[src/rtl/dmem_arbiter.sv]
// Round-robin arbiter sharing the single-port data memory between the CPU
// load/store port (m0) and a debug/DMA port (m1), with registered responses.
module dmem_arbiter #(
    parameter int ADDR_W = 32,
    parameter int DATA_W = 32
) (
    input  logic              clk_i,
    input  logic              rst_i,
    // Handshake: a master raises req with we/addr/wdata and holds all of them
    // stable until it sees gnt; gnt is a one-cycle pulse and the memory access
    // happens in that cycle. A req still high after gnt is a new request.
    input  logic              m0_req_i,
    input  logic              m0_we_i,
    input  logic [ADDR_W-1:0] m0_addr_i,
    input  logic [DATA_W-1:0] m0_wdata_i,
    output logic              m0_gnt_o,
    output logic              m0_rvalid_o,
    output logic [DATA_W-1:0] m0_rdata_o,
    output logic              m0_err_o,
    input  logic              m1_req_i,
    input  logic              m1_we_i,
    input  logic [ADDR_W-1:0] m1_addr_i,
    input  logic [DATA_W-1:0] m1_wdata_i,
    output logic              m1_gnt_o,
    output logic              m1_rvalid_o,
    output logic [DATA_W-1:0] m1_rdata_o,
    output logic              m1_err_o,
    output logic [ADDR_W-1:0] mem_addr_o,
    output logic [DATA_W-1:0] mem_wdata_o,
    output logic              mem_we_o,
    output logic              mem_re_o,
    input  logic [DATA_W-1:0] mem_rdata_i,
    output logic [2:0]        dbg_state
);

    typedef enum logic [1:0] {
        GNT_NONE = 2'd0,
        GNT_M0   = 2'd1,
        GNT_M1   = 2'd2
    } gnt_e;

    gnt_e              state_q, state_d;
    logic              lw_q, lw_d;      // last winner: 0 = m0, 1 = m1
    logic              elig0, elig1;
    logic [ADDR_W-1:0] acc_addr_q;
    logic [DATA_W-1:0] acc_wdata_q;
    logic              acc_we_q;
    logic              granted;
    logic              aligned;

    assign dbg_state = {lw_q, state_q};

    // State register; the winner's fields are captured at the decision edge
    // so the memory port keeps the last address when nobody is granted.
    always_ff @(posedge clk_i or posedge rst_i) begin
        if (rst_i) begin
            state_q     <= GNT_NONE;
            lw_q        <= 1'b1;
            acc_addr_q  <= '0;
            acc_wdata_q <= '0;
            acc_we_q    <= 1'b0;
        end else begin
            state_q <= state_d;
            lw_q    <= lw_d;
            if (state_d == GNT_M0) begin
                acc_addr_q  <= m0_addr_i;
                acc_wdata_q <= m0_wdata_i;
                acc_we_q    <= m0_we_i;
            end else if (state_d == GNT_M1) begin
                acc_addr_q  <= m1_addr_i;
                acc_wdata_q <= m1_wdata_i;
                acc_we_q    <= m1_we_i;
            end
        end
    end

    // The master granted this cycle sits out the next decision.
    always_comb begin
        elig0   = m0_req_i && (state_q != GNT_M0);
        elig1   = m1_req_i && (state_q != GNT_M1);
        state_d = GNT_NONE;
        lw_d    = lw_q;
        if (elig0 && elig1) begin
            state_d = lw_q ? GNT_M0 : GNT_M1;
        end else if (elig0) begin
            state_d = GNT_M0;
        end else if (elig1) begin
            state_d = GNT_M1;
        end
        if (state_d == GNT_M0) begin
            lw_d = 1'b0;
        end else if (state_d == GNT_M1) begin
            lw_d = 1'b1;
        end
    end

    always_comb begin
        granted     = (state_q != GNT_NONE);
        aligned     = (acc_addr_q[1:0] == 2'b00);
        m0_gnt_o    = (state_q == GNT_M0);
        m1_gnt_o    = (state_q == GNT_M1);
        mem_addr_o  = acc_addr_q;
        mem_wdata_o = acc_wdata_q;
        mem_we_o    = granted && acc_we_q && aligned;
        mem_re_o    = granted && !acc_we_q && aligned;
    end

    // Responses land one cycle after the grant; a misaligned read returns zero.
    always_ff @(posedge clk_i or posedge rst_i) begin
        if (rst_i) begin
            m0_rvalid_o <= 1'b0;
            m0_err_o    <= 1'b0;
            m0_rdata_o  <= '0;
            m1_rvalid_o <= 1'b0;
            m1_err_o    <= 1'b0;
            m1_rdata_o  <= '0;
        end else begin
            m0_rvalid_o <= m0_gnt_o && !acc_we_q;
            m0_err_o    <= m0_gnt_o && !aligned;
            m1_rvalid_o <= m1_gnt_o && !acc_we_q;
            m1_err_o    <= m1_gnt_o && !aligned;
            if (m0_gnt_o && !acc_we_q) begin
                m0_rdata_o <= aligned ? mem_rdata_i : '0;
            end
            if (m1_gnt_o && !acc_we_q) begin
                m1_rdata_o <= aligned ? mem_rdata_i : '0;
            end
        end
    end

endmodule

[config.mk]
export PLATFORM = sky130hd
export DESIGN_NAME = dmem_arbiter
export DESIGN_NICKNAME = d
export VERILOG_FILES = /design/src/rtl/dmem_arbiter.sv
export SDC_FILE = /design/constraint.sdc
export NUM_CORES = 1
export LEC_CHECK = 0
export BUFFER_PORTS_ARGS = -buffer_cell sky130_fd_sc_hd__buf_4
export CAP_MARGIN = 20
export CORE_ASPECT_RATIO = 0.6
export CORE_MARGIN = 10
export CORE_UTILIZATION = 30
export DETAILED_ROUTE_END_ITERATION = 8
export PLACE_DENSITY = 0.62
export SKIP_LAST_GASP = 1
export SYNTH_ARGS = -nofsm -noshare
export SYNTH_HDL_FRONTEND = slang
export SYNTH_SLANG_ARGS = --single-unit
[constraint.sdc]
create_clock -name clk_i -period 6.8 [get_ports clk_i]
set_clock_uncertainty 0.1 [all_clocks]
set_input_delay 0.34 -clock clk_i [delete_from_list [all_inputs] [get_ports clk_i]]
set_output_delay 0.34 -clock clk_i [all_outputs]
set_load 0.03 [all_outputs]
==> metrics <==
cell with the most instances after synthesis=nand2_1; outcome=finished clean; clk_lat worst skew=0.42 ns; drt pass-1 iters=4; global route hottest layer=met2; synth cell count leaders=163 x nand2_1, 135 x dfrtp_1, 75 x o21ai_0, 66 x mux2i_1, 31 x o21ai_2; routability congestion estimate=0.8563; die area=0.02560 mm2; Worst setup EP type=flip-flop; total negative slack=0 ns; Final setup viols=0; global-route wire length before repair=30060 um; clk sinks=136; DRT iter0 DRCs=193; DRT Wirelength=20070 um; port bufs=304; net count after synthesis=725; CTS root buf=clkbuf_16; GRT Total Usage=0.1542; worst path arrival time=3.09 ns; Initial Util=0.3057; share of the synthesized area in the top cell type=0.5792; FFs w/ async S/R, synth=1.000; Critical-path top delay cell=buf_4; die span in x=200.0 um; Vias=4884; Filler cells=1848; Synth area leaders=dfrtp_1 58%, mux2i_1 11%, nand2_1 10%; vias in the first global route=5131; Max FO, Critical Path=40; CTS clk-pin slew, worst paths=0.06 ns; Synth Flop Type=dfrtp_1; cts repair resizes=0; worst hold-check path type=input port to flip-flop; CTS tree=done; Rel. slew slack=0.3834; max-slew violations=0; Mean Syn Cell Area=10.47 um2; Ys Warns=0; Rows=39; Worst VDD drop=0.2417 mV; Max Cap Viol=0; max frequency=345.2 MHz; # Post-CTS Setup Buffers=0; routing usage on met3=0.08207; DRC viols=0; H-tree levels=4; Top Ports=305; largest net degree at the start of global routing=132; number of CTS-inserted buffers=17; RSZ-0062 raised after global routing=false; most used cell, CP=nand2_1; fin nets=1017; DR WL/cell=17.77 um; Leak=4.402 nW; pwr dens=488.2 mW/mm2; DP Wirelength=15470 um; post-synth top area cell=dfrtp_1; Synth cell types=21; Core ar.=0.01908 mm2; post-layout min period=2.897 ns; Die Y=128.0 um; Hold Fails Final Rpt=0; CP Cell Sequence=nand2_1 -> maj3_1 -> nand2_1 -> ha_4 -> buf_4 -> mux2i_1 -> o21ai_0; GRT overflow=0; Post-synth EDFFs=0; initial antenna violation count=1; Crit path max-delay family=adder cells; Min Hold Slack=0.04606 ns; routed vias/inst=4.326; met1 usage=0.1790; buffer levels on the longest clock path=2; number of synthesized register bits=136; ratio of cells with drive above 1 in the final layout=0.4408; Routed Antenna Nets=0; CTS hold repair buffers=1; sequential area share after synthesis=0.5837; Crit Path Class=flip-flop to flip-flop; Worst-Margin Slew=0.9249 ns; fin crit share=0.4260; cell area after synthesis=0.005833 mm2; Mapped Cells=557; Worst Setup Start Kind=flip-flop; met2 Track Usage GR=0.2405; Buf+Inv Stages, Crit Path=1; crit-path max cell delay=0.66 ns; area grow syn2layout=52.49%; Crit path required time=6.99 ns
## kinds of logic (layout without fill, tap and decap cells)
group,count (synthesis),count (layout),synth area share
compound gates,130,130,0.1315
fa+ha+maj,4,4,0.007721
buf+inv,46,351,0.04741
flops,136,136,0.5837
mux,66,66,0.1133
other cells,0,1,0
simple gates,175,175,0.1165
## metrics by stage
| stage | util | area, um2 | setup slack (ns) | power [mW] | std cells |
|---|---|---|---|---|---|
| 6_report | 0.4662 | 8895 | 3.903 | 4.342 | 1129 |
| 5_1_grt | 0.4661 | 8892 | 3.714 | 4.621 | 1128 |
| 4_1_cts | 0.4646 | 8865 | 3.866 | 4.413 | 1127 |
| 3_5_place_dp | 0.4336 | 8273 | 3.867 | 3.480 | 1094 |
| 3_3_place_gp | 0.4336 | 8273 | 3.930 | 3.466 | 1094 |
| 2_1_floorplan | - | 5833 | 2.722 | 2.635 | 557 |
## flip-flops by register name, indices dropped and copies added, names as in the netlist
register / cells
mem_wdata_o: 32
lw_q: 1
m0_rvalid_o: 1
m1_rdata_o: 32
m0_err_o: 1
acc_we_q: 1
m0_rdata_o: 32
m1_rvalid_o: 1
mem_addr_o: 32
state_q: 2
m1_err_o: 1
## per-layer routing
metal  part of all wire  wire length (um)
met3               0.12              2470
met4              0.011               212
met2               0.46              9153
met5                  0                 0
met1               0.41              8229
## power by group
part           leakage (nW)  total (mW)  internal (mW)  switching, mW
Sequential             1.73        1.34           1.15          0.190
Clock                 0.282       0.906          0.556          0.350
Combinational          2.39        2.10          0.736           1.36
Total                  4.40        4.34           2.44           1.90
## area by class of cell
type	instances	area [um2]	share of cell area
Sequential cell	136	3405	0.3828
Timing Repair Buffer	312	2365	0.2659
Multi-Input combinational cell	375	2177	0.2448
Clock buffer	20	456.7	0.05134
Tap cell	266	332.8	0.03742
Clock inverter	12	125.1	0.01407
Inverter	7	31.28	0.003517
Antenna cell	1	2.502	0.0002813
## cell usage in the layout (no fill, tap or decap), types with 3 or more instances in the layout
master | synthesis | layout
buf_4 | 1 | 310
clkbuf_16 | 0 | 17
clkinv_2 | 0 | 5
clkinvlp_4 | 0 | 3
dfrtp_1 | 135 | 135
inv_1 | 7 | 6
mux2i_1 | 66 | 66
nand2_1 | 163 | 163
nor2_1 | 4 | 4
o21ai_0 | 75 | 75
o21ai_1 | 24 | 24
o21ai_2 | 31 | 31
## final timing paths
| path | from | slack, ns | end | depth (start not counted) |
|---|---|---|---|---|
| min reg2reg | m0_rdata_o[7] | 0.38 | m0_rdata_o[7] | 2 |
| min | m1_req_i | 0.05 | state_q[1] | 2 |
| max | lw_q | 3.90 | mem_wdata_o[27] | 7 |
| max in group asynchronous | rst_i | 4.75 | mem_addr_o[29] | 4 |
| min in group asynchronous | rst_i | 0.44 | m0_rvalid_o | 3 |
| max reg2reg | lw_q | 3.90 | mem_wdata_o[27] | 7 |
No activity file was read; power rests on OpenSTA's default activity.
